<file path="src/rtl/branch_predictor.sv">
// branch_predictor: 4-entry 2-bit saturating-counter branch predictor with MEM-stage resolution
// Optional feature: define BP_STATS_EN to add the STATlookups/STATmiss statistics counters.
// Ports:
//   CLK, nRST                      clock, asynchronous active-low reset
//   IFpc, IFen                     fetch PC, fetch-advance strobe (statistics only)
//   PRbpc, PRtag, PRvalid          target-buffer entry selected by IFpcindex
//   IFpcindex, IFnpc, IFtaken      buffer index, predicted next PC, predict-taken flag
//   MMbranch, MMtaken, MMpc,
//   MMtarget, MMprednpc            resolved branch in MEM and the prediction carried with it
//   MMmispredict, MMfixpc          flush request and corrected fetch PC
//   STATlookups, STATmiss          saturating hit-lookup and mispredict counts (BP_STATS_EN)
module branch_predictor (
   input  logic        CLK,
   input  logic        nRST,
   input  logic [31:0] IFpc,
   input  logic        IFen,
   input  logic [31:0] PRbpc,
   input  logic [27:0] PRtag,
   input  logic        PRvalid,
   output logic [1:0]  IFpcindex,
   output logic [31:0] IFnpc,
   output logic        IFtaken,
   input  logic        MMbranch,
   input  logic        MMtaken,
   input  logic [31:0] MMpc,
   input  logic [31:0] MMtarget,
   input  logic [31:0] MMprednpc,
   output logic        MMmispredict,
   output logic [31:0] MMfixpc
`ifdef BP_STATS_EN
   ,
   output logic [15:0] STATlookups,
   output logic [15:0] STATmiss
`endif
);
   logic [1:0] cnt [4];
   logic       hit;
   logic [1:0] cur;
   assign IFpcindex    = IFpc[3:2];
   assign hit          = PRvalid && (PRtag == IFpc[31:4]);
   assign IFtaken      = hit && cnt[IFpc[3:2]][1];
   assign IFnpc        = IFtaken ? PRbpc : IFpc + 32'd4;
   assign MMfixpc      = MMtaken ? MMtarget : MMpc + 32'd4;
   assign MMmispredict = MMbranch && (MMprednpc != MMfixpc);
   assign cur          = cnt[MMpc[3:2]];
   // IF reads the pre-edge counter, so a same-cycle update at the same index shows up next cycle
   always_ff @(posedge CLK or negedge nRST)
      if (!nRST)
         for (int i = 0; i < 4; i++) cnt[i] <= 2'b01;
      else if (MMbranch)
         cnt[MMpc[3:2]] <= MMtaken ? (cur == 2'b11 ? cur : cur + 2'b01)
                                   : (cur == 2'b00 ? cur : cur - 2'b01);
`ifdef BP_STATS_EN
   always_ff @(posedge CLK or negedge nRST)
      if (!nRST) begin
         STATlookups <= 16'd0;
         STATmiss    <= 16'd0;
      end else begin
         STATlookups <= STATlookups + {15'd0, IFen && hit && STATlookups != 16'hFFFF};
         STATmiss    <= STATmiss + {15'd0, MMmispredict && STATmiss != 16'hFFFF};
      end
`else
   logic unused_ifen;
   assign unused_ifen = IFen;
`endif
endmodule
</file>
<file path="config.mk">
export PLATFORM = sky130hd
export DESIGN_NAME = branch_predictor
export DESIGN_NICKNAME = d
export VERILOG_FILES = /design/src/rtl/branch_predictor.sv
export SDC_FILE = /design/constraint.sdc
export NUM_CORES = 1
export LEC_CHECK = 0
export CAP_MARGIN = 25
export CORE_ASPECT_RATIO = 0.8
export CORE_MARGIN = 1
export CORE_UTILIZATION = 37
export CTS_CLUSTER_DIAMETER = 120
export CTS_CLUSTER_SIZE = 8
export DETAILED_ROUTE_END_ITERATION = 8
export GPL_ROUTABILITY_DRIVEN = 0
export PLACE_DENSITY_LB_ADDON = 0.12
export SLEW_MARGIN = 5
export SYNTH_ARGS = -nofsm -noshare
export SYNTH_HDL_FRONTEND = slang
export SYNTH_SLANG_ARGS = --single-unit
</file>
<file path="constraint.sdc">
create_clock -name CLK -period 3.79 [get_ports CLK]
set_clock_uncertainty 0.05 [all_clocks]
set_input_delay 0.758 -clock CLK [delete_from_list [all_inputs] [get_ports CLK]]
set_output_delay 0.758 -clock CLK [all_outputs]
set_load 0.005 [all_outputs]
</file>
==> results of run 1 <==
-- worst max-delay path by stage --
| stage | start | end | slack (ps) | cells past startpoint |
|---|---|---|---|---|
| global placement | MMpc[3] | MMmispredict | -840 | 11 |
| floorplan | MMpc[2] | MMmispredict | 240 | 11 |
| CTS | MMprednpc[8] | MMmispredict | -210 | 11 |
| global route | MMpc[5] | MMmispredict | -260 | 13 |
| finish | MMpc[23] | MMmispredict | -200 | 11 |
| detailed placement | MMpc[3] | MMmispredict | -970 | 12 |
-- where the power goes --
| part | internal, W | switching, W | total (W) |
|---|---|---|---|
| clock | 0.000136 | 0.0000399 | 0.000176 |
| sequential | 0.000144 | 0.0000255 | 0.000169 |
| combinational | 0.000505 | 0.000366 | 0.000872 |
| total | 0.000785 | 0.000432 | 0.00122 |
-- routing by layer --
metal | vias up | share of wire (%)
met1 | 2715 | 40
met5 | - | 0
li1 | 2675 | -
met4 | 0 | 4.7
met3 | 95 | 8.6
met2 | 369 | 47
-- placed cells by master, fill, tap and decap left out, types with 8 or more instances in the layout --
cell               n
xor2_1            70
nor2_2            12
buf_6              8
mux2_2            16
xnor2_1           43
dlygate4sd2_1     20
buf_4            137
o21ai_0           26
a21oi_2           11
dlymetal6s2s_1    20
a21oi_1           19
inv_1             11
nor2_1            32
clkdlybuf4s50_1  184
nand4_1           19
xnor2_2            8
nand3_1           26
clkbuf_2          26
nand2_1           71
and3_1            10
-- per-stage QoR --
step           utilization [%]  cells  total power, W  instance area [um2]
3_5_place_dp             75.36   1035       0.0009892                 7332
6_report                 82.55   1056        0.001217                 8031
3_3_place_gp             75.36   1035       0.0009656                 7332
2_1_floorplan                -    535       0.0004778                 3729
4_1_cts                  79.15   1049        0.001175                 7701
5_1_grt                  82.55   1056        0.001285                 8031
-- synthesized netlist by cell type (all sizes together) (3+ instances only) --
| library cell | instances |
|---|---|
| dfrtp | 4 |
| nand3 | 32 |
| dfstp | 4 |
| nor2 | 49 |
| buf | 15 |
| and4 | 5 |
| or3 | 3 |
| o21ai | 32 |
| nand2 | 74 |
| and2 | 4 |
| nor3 | 4 |
| nand3b | 3 |
| nor4 | 14 |
| ha | 5 |
| xnor2 | 53 |
| clkbuf | 15 |
| a31oi | 4 |
| xor2 | 75 |
| mux2 | 19 |
| mux4 | 3 |
| a21oi | 30 |
| nand4 | 23 |
| and3 | 13 |
| inv | 12 |
| o22ai | 3 |
-- area by class of cell --
cell class                      count  area share [%]
Inverter                           12          0.5608
Clock buffer                        3          0.9347
Tap cell                          136           2.119
Multi-Input combinational cell    485           46.78
Sequential cell                     8           2.555
Timing Repair Buffer              412           47.05
-- repair_timing --
item	4_1_cts	5_1_grt
pin swaps	29	39
gates resized for setup	115	156
hold buffers	0	0
buffers inserted	8	6
gates cloned	3	1
setup endpoints to repair	53	40
-- logic make-up (layout without fill, tap and decap cells) --
logic type	after synthesis	in the layout	synth area share, %
fa+ha+maj	7	7	2.215
mux	22	22	7.550
buf+inv	42	427	6.443
compound gates	92	92	14.80
simple gates	236	236	33.22
xor+xnor	128	128	30.27
flops	8	8	5.503
==> results_dict.tcl, run 1 <==
set metrics [dict create \
    status "finished, violations left" \
    violations "negative setup slack" \
    max_cap_viol_count 0 \
    fill_cells 624 \
    post-route-period-util_pct 105.2 \
    start_util_pct 38.32 \
    fin_tns_setup_ps -519.9 \
    wire_per_inst_um 18.82 \
    yosysTopAreaCell "xor2_1" \
    diodes 0 \
    firstDrtPassIters 5 \
    path_delay_family "simple AND/OR/NAND/NOR gates" \
    synth.top_cells.by_area "xor2_1, xnor2_1, nand2_1" \
    critPathLaunchType "input pin" \
    ant_nets 0 \
    synth_async_sr_flop_share_pct 100.0 \
    tightestPinTransition_ps 402.1 \
    worst-endpoint-required_ps 2980 \
    initialDrtViolationCount 421 \
    period_minus_slack_ps 3987 \
    grt_pass1_wl_mm 29.10 \
    yosysSeqAreaShare_pct 5.503 \
    antenna_found_initial 0 \
    cp-end-kind "primary output" \
    grt_pass1_vias 5821 \
    fin_nets 1121 \
    root_buffer "clkbuf_16" \
    avgSynthCellArea_um2 6.969 \
    multiInputGateArea_um2 3757 \
    cts_num_sinks 8 \
    syn-cell-area_um2 3729 \
    seq_area_um2 205.2 \
    cp.arrival_ps 3180 \
    top_level_ports 262 \
    cts.htree.levels 1 \
    maxSlewHeadroom_pct 73.19 \
    slew_viol_final 0 \
    io_buffers 260 \
    vias 5854 \
    rr_startpoint "cnt[1]$_DFFE_PN0P_" \
    yosysWarnings 0 \
    path_max_fanout 6 \
    finalWirelength_mm 19.87 \
    leakage_nw 3.496 \
    irDropWorstVdd_mv 0.3680 \
    r2r_slack_ps 2060 \
    fmax_mhz 250.8 \
    synth_edf_count 0 \
    netlist.area_leader.share_pct 17.38 \
    largestRegisters "cnt x8" \
    setup_slack_ps -196.5 \
    crit_slowest_cell "clkdlybuf4s50_1" \
    holdPathStages 1 \
    min_path_type "register to register" \
    cts_buffers 3 \
    drive_gt1_share_pct 32.61 \
    clk_latency_ps 230 \
    setup_violations 12 \
    syn_to_final_growth_pct 115.4 \
    largest_reg_flops 8 \
    power_density_nw_per_um2 151.5 \
    holdWs_ps 483.1 \
    clock_path_buffers 2 \
    reg2reg_depth 3 \
    largest_register "cnt" \
    tritoncts "done" \
    netlist_instances 535 \
    synthFlopType "dfstp_2" \
    die_w_um 114.2 \
    core.rowCount 32 \
    grt_max_degree 34 \
    clk_pin_slew_ps 40 \
    synth_seq_cells 8 \
    use_met2_pct 58.74 \
    dieArea_um2 10490 \
    grt_use_total_pct 35.22 \
    crit_path_cell_trace "clkdlybuf4s50_1 -> and3_1 -> and3_4 -> a2bb2oi_2 -> nand4_1 -> buf_4 -> o21ai_0 -> nand3_1 -> nor4_2 -> a41oi_2 -> buf_2" \
    synth_nets 734 \
    cp_num_buf_inv 3 \
    crit_type "input pin to primary output" \
    hold_viol 0 \
    die_h_um 91.79 \
    cpPeakStageDelay_ps 510 \
    busiest_layer "met2" \
    hp-start "cnt[7]$_DFFE_PN0P_" \
    grt_util_met1_pct 43.04 \
    post-dp-hpwl_mm 15.25 \
    core_um2 9729 \
    pre_cts_slack_ps -972.9 \
    post-route-drc-count 0 \
    ys_types 64 \
    use_met3_pct 7.733 \
    vias_per_cell 5.544 \
    grt_overflow_total 0 \
    rsz0062_at_grt "yes" \
    whs_endpoint "cnt[7]$_DFFE_PN0P_" \
    reg2reg_to "cnt[3]$_DFFE_PN0P_" \
]
(Power assumes the default switching activity.)
==> inputs of run 2 (changes only) <==
==> constraint.sdc (replaced) <==
create_clock -name CLK -period 3.79 [get_ports CLK]
set_clock_uncertainty 0.05 [all_clocks]
set_input_delay 0.5685 -clock CLK [delete_from_list [all_inputs] [get_ports CLK]]
set_output_delay 0.5685 -clock CLK [all_outputs]
set_load 0.005 [all_outputs]
==> results_dict.tcl, run 2 (synthesized netlist as in run 1, its figures left out) <==
set metrics [dict create \
    fmax_mhz 261.2 \
    largestRegisters "cnt x8" \
    fill_cells 742 \
    crit_type "input pin to primary output" \
    die_h_um 91.79 \
    grt_use_total_pct 31.83 \
    initialDrtViolationCount 376 \
    cts_buffers 3 \
    min_path_type "register to register" \
    violations "negative setup slack" \
    cp.arrival_ps 3210 \
    slew_viol_final 0 \
    crit_slowest_cell "clkdlybuf4s50_1" \
    worst-endpoint-required_ps 3170 \
    largest_register "cnt" \
    post-dp-hpwl_mm 14.76 \
    max_cap_viol_count 0 \
    critPathLaunchType "input pin" \
    post-route-drc-count 0 \
    finalPower_w 0.001170 \
    tritoncts "done" \
    irDropWorstVdd_mv 0.4140 \
    tightestPinTransition_ps 402.1 \
    use_met2_pct 55.76 \
    core.rowCount 32 \
    cp-end-kind "primary output" \
    maxSlewHeadroom_pct 72.84 \
    final_cell_mix "clkdlybuf4s50_1, buf_4, xor2_1, nand2_1, xnor2_1" \
    setup_violations 1 \
    start_util_pct 38.32 \
    grt_overflow_total 0 \
    path_max_fanout 2 \
    vias 5460 \
    clk_pin_slew_ps 40 \
    period_minus_slack_ps 3829 \
    dieArea_um2 10490 \
    leakage_nw 2.966 \
    path_delay_family "simple AND/OR/NAND/NOR gates" \
    rsz0062_at_grt "yes" \
    worst-path-stages 10 \
    grt_max_degree 52 \
    hold_viol 0 \
    antenna_found_initial 0 \
    seqPwrFrac_pct 14.5 \
    crit_path_cell_trace "clkdlybuf4s50_1 -> xnor2_2 -> nand3_1 -> o32a_1 -> nor4_2 -> nand3_1 -> or3_1 -> nor4_2 -> a41oi_1 -> clkdlybuf4s15_1" \
    grt_pass1_wl_mm 26.58 \
    finalWirelength_mm 17.83 \
    core_um2 9729 \
    power_density_nw_per_um2 159.0 \
    holdPathStages 1 \
    internal_power_w 0.0007683 \
    syn_to_final_growth_pct 97.42 \
    grt_util_met1_pct 41.79 \
    reg2reg_depth 3 \
    cpPeakStageDelay_ps 470 \
    switching_share_pct 34.35 \
    wire_per_inst_um 17.64 \
    cts_num_sinks 8 \
    busiest_layer "met2" \
    clk_latency_ps 230 \
    root_buffer "clkbuf_16" \
    cp_num_buf_inv 2 \
    ant_nets 0 \
    die_w_um 114.2 \
    drive_gt1_share_pct 18.74 \
    status "finished, violations left" \
    largest_reg_flops 8 \
    vias_per_cell 5.401 \
    top_level_ports 262 \
    post-route-period-util_pct 101.0 \
    diodes 0 \
    pwr-share-clk_pct 15.3 \
    grt_pass1_vias 5189 \
    final_common_cell "clkdlybuf4s50_1" \
    clock_path_buffers 2 \
    setup_slack_ps -38.61 \
    p_switching_w 0.0004020 \
    io_buffers 260 \
    combPwrFrac_pct 70.2 \
    firstDrtPassIters 5 \
    fin_tns_setup_ps -38.61 \
    fin_nets 1075 \
    use_met3_pct 4.957 \
    cts.htree.levels 1 \
]
[run 2: routing by layer]
layer  up-vias  share of wire [%]
met5         -                  0
met4         0                1.8
met3        33                8.7
met2       320                 48
met1      2529                 42
li1       2578                  -
[run 2: metrics by stage]
step / hold WS, ps / cells / setup WS, ps / cell area [um2] / utilization (%)
finish: 487.2 / 1011 / -38.61 / 7361 / 75.66
global route: 507.9 / 1011 / -125.3 / 7361 / 75.66
CTS: 486.9 / 1008 / 1.840 / 7222 / 74.23
detailed placement: 480.9 / 1002 / -601.2 / 7097 / 72.94
global placement: 456.1 / 1002 / -478.6 / 7097 / 72.94
floorplan: 222.9 / 535 / 618.9 / 3729 / -
[run 2: layout make-up]
type	instances	area, um2	area share (%)
Tap cell	136	170.2	2.312
Timing Repair Buffer	366	3466	47.08
Sequential cell	8	205.2	2.788
Inverter	12	45.04	0.6119
Clock buffer	4	78.83	1.071
Multi-Input combinational cell	485	3396	46.13
[run 2: worst paths after layout]
check                                   start            endpoint  slack [ps]
min in group asynchronous                nRST  cnt[1]$_DFFE_PN0P_         560
setup reg to reg           cnt[5]$_DFFE_PN0P_  cnt[7]$_DFFE_PN0P_        2030
hold reg to reg            cnt[1]$_DFFE_PN0P_  cnt[1]$_DFFE_PN0P_         490
setup / recovery                MMprednpc[23]        MMmispredict         -40
max in group asynchronous                nRST  cnt[4]$_DFFE_PN1P_        2830
hold / removal             cnt[1]$_DFFE_PN0P_  cnt[1]$_DFFE_PN0P_         490
[run 2: worst register-to-register path: cells and delay by family (launching register included)]
family	cells	cell delay (ps)
multiplexers	2	780
flip-flops	1	390
adder cells (fa/ha/maj)	1	420
[run 2: power by group through the flow]
| stage | registers (W) | clock network, W | logic (W) |
|---|---|---|---|
| 4_1_cts | 0.000169 | 0.000184 | 0.000801 |
| 3_5_place_dp | 0.000170 | 0 | 0.000794 |
| 5_1_grt | 0.000173 | 0.000190 | 0.000873 |
| 6_report | 0.000169 | 0.000179 | 0.000822 |
| 2_1_floorplan | 0.000159 | 0 | 0.000319 |
| 3_3_place_gp | 0.000164 | 0 | 0.000775 |
[run 2: what timing repair did]
action,in CTS,in global routing
gates cloned,0,2
endpoints found under the hold margin,0,0
pin swaps,9,6
hold buffers,0,0
buffers inserted,2,1
gates resized for setup,22,26
setup endpoints to repair,10,30
==> inputs of run 3 (changes only) <==
--- a/config.mk
+++ b/config.mk
@@ -13,6 +13,7 @@
 export CTS_CLUSTER_SIZE = 8
 export DETAILED_ROUTE_END_ITERATION = 8
 export GPL_ROUTABILITY_DRIVEN = 0
+export GPL_TIMING_DRIVEN = 0
 export PLACE_DENSITY_LB_ADDON = 0.12
 export SLEW_MARGIN = 5
 export SYNTH_ARGS = -nofsm -noshare
==> results_dict.tcl, run 3 (synthesized netlist as in run 1, its figures left out) <==
set metrics [dict create \
    status "completed" \
    start_util_pct 38.32 \
    top_level_ports 262 \
    antenna_found_initial 0 \
    vias 5235 \
    cts.htree.levels 1 \
    root_buffer "clkbuf_16" \
    tightestPinTransition_ps 677.7 \
    diodes 0 \
    crit_type "input pin to primary output" \
    clk_latency_ps 240 \
    combPwrFrac_pct 68.7 \
    pwr-share-clk_pct 16.2 \
    power_density_nw_per_um2 164.9 \
    max_cap_viol_count 0 \
    drive_gt1_share_pct 16.13 \
    cts_hold_buf 0 \
    core_um2 9729 \
    die_w_um 114.2 \
    use_met2_pct 53.43 \
    tritoncts "done" \
    cp.arrival_ps 3120 \
    initialDrtViolationCount 450 \
    cts_buffers 3 \
    grt_pass1_vias 4871 \
    wire_per_inst_um 19.33 \
    post-dp-hpwl_mm 14.53 \
    fmax_mhz 267.4 \
    grt_max_degree 11 \
    final_util_pct 71.42 \
    p_switching_w 0.0004144 \
    maxSlewHeadroom_pct 54.82 \
    switching_share_pct 36.17 \
    firstDrtPassIters 5 \
    leakage_nw 2.733 \
    grt_util_met1_pct 43.29 \
    grt_use_total_pct 32.57 \
    core.rowCount 32 \
    critPathLaunchType "input pin" \
    final_common_cell "clkdlybuf4s50_1" \
    worst-endpoint-required_ps 3170 \
    cts_num_sinks 8 \
    clock_path_buffers 2 \
    ant_nets 0 \
    fin_nets 1006 \
    busiest_layer "met2" \
    fill_cells 800 \
    use_met3_pct 6.940 \
    period_minus_slack_ps 3740 \
    irDropWorstVdd_mv 0.2826 \
    setup_violations 0 \
    grt_overflow_total 0 \
    internal_power_w 0.0007312 \
    slew_viol_final 0 \
    dp_cells 921 \
    io_buffers 250 \
    post-route-drc-count 0 \
    min_path_type "register to register" \
    final_cell_mix "clkdlybuf4s50_1, xor2_1, nand2_1, xnor2_1, nor2_1" \
    largest_register "cnt" \
    path_max_fanout 2 \
    cp-end-kind "primary output" \
    vias_per_cell 5.557 \
    hold_viol 0 \
    largest_reg_flops 8 \
    seqPwrFrac_pct 15.1 \
    grt_pass1_wl_mm 26.59 \
    largestRegisters "cnt x8" \
    post-route-period-util_pct 98.68 \
    syn_to_final_growth_pct 86.38 \
    final_cells 942 \
    clk_pin_slew_ps 40 \
    finalWirelength_mm 18.21 \
    die_h_um 91.79 \
    dieArea_um2 10490 \
]
[run 3: changes by cell type in the layout (fill, tap and decap cells not counted), sizes merged, moves of 2 or more]
cell,before,now
buf,105,38
clkdlybuf4s15,3,1
clkdlybuf4s50,242,221
clkbuf,6,18
dlygate4sd2,7,9
dlymetal6s2s,7,14
[run 3: power groups by stage]
| stage | registers [W] | logic, W | clock network (W) |
|---|---|---|---|
| 2_1_floorplan | 0.000159 | 0.000319 | 0 |
| 3_3_place_gp | 0.000164 | 0.000718 | 0 |
| 3_5_place_dp | 0.000172 | 0.000734 | 0 |
| 4_1_cts | 0.000171 | 0.000750 | 0.000187 |
| 5_1_grt | 0.000177 | 0.000836 | 0.000194 |
| 6_report | 0.000173 | 0.000788 | 0.000185 |
[run 3: what timing repair did]
action                                  CTS  global route
gates cloned                              0             1
buffers inserted                         14             4
gates resized for setup                  64            62
pin swaps                                12            20
endpoints found under the setup margin   56            37
[run 3: path summary, 6_finish.rpt]
check,startpoint,endpoint,slack (ps),depth (start not counted)
max reg2reg,cnt[1]$_DFFE_PN0P_,cnt[1]$_DFFE_PN0P_,2030,3
max in group asynchronous,nRST,cnt[2]$_DFFE_PN1P_,2820,1
min,cnt[5]$_DFFE_PN0P_,cnt[5]$_DFFE_PN0P_,480,1
min in group asynchronous,nRST,cnt[7]$_DFFE_PN0P_,570,1
max,MMtarget[17],MMmispredict,50,10
min reg2reg,cnt[5]$_DFFE_PN0P_,cnt[5]$_DFFE_PN0P_,480,1
[run 3: worst max-delay path: stages]
cell	delay, ps
clkdlybuf4s50_1	500
nand2b_4	140
nand3_2	120
o32a_1	350
nor4_4	340
nand3_1	130
or3_4	400
nor4_4	290
a41oi_2	130
buf_2	150
[run 3: metrics by stage]
stage	setup slack [ps]	total power, W	hold WS, ps	area, um2	setup TNS (ps)
4_1_cts	2.674	0.001109	486.9	6706	0
6_report	49.91	0.001146	482.2	6949	0
3_3_place_gp	-1145	0.0008821	459.6	6401	-14630
3_5_place_dp	-1219	0.0009061	478.9	6401	-17100
2_1_floorplan	618.9	0.0004778	222.9	3729	0
5_1_grt	-25.78	0.001206	507.4	6949	-82.00
[run 3: cell type report]
cell class              instances  area [um2]  share of cell area [%]
well taps                     136       170.2                   2.449
flip-flops and latches          8       205.2                   2.953
repair buffers                269        2656                   38.22
clock buffers                   4       78.83                   1.134
inverters                      12       48.80                  0.7022
multi-input cells             485        3571                   51.39
plain buffers                  28       219.0                   3.151
[run 3: routing by layer]
| layer | share of wire, % | routed length (um) |
|---|---|---|
| met1 | 41 | 7429 |
| met2 | 46 | 8423 |
| met4 | 2.3 | 415 |
| met3 | 11 | 1939 |
| met5 | 0 | 0 |
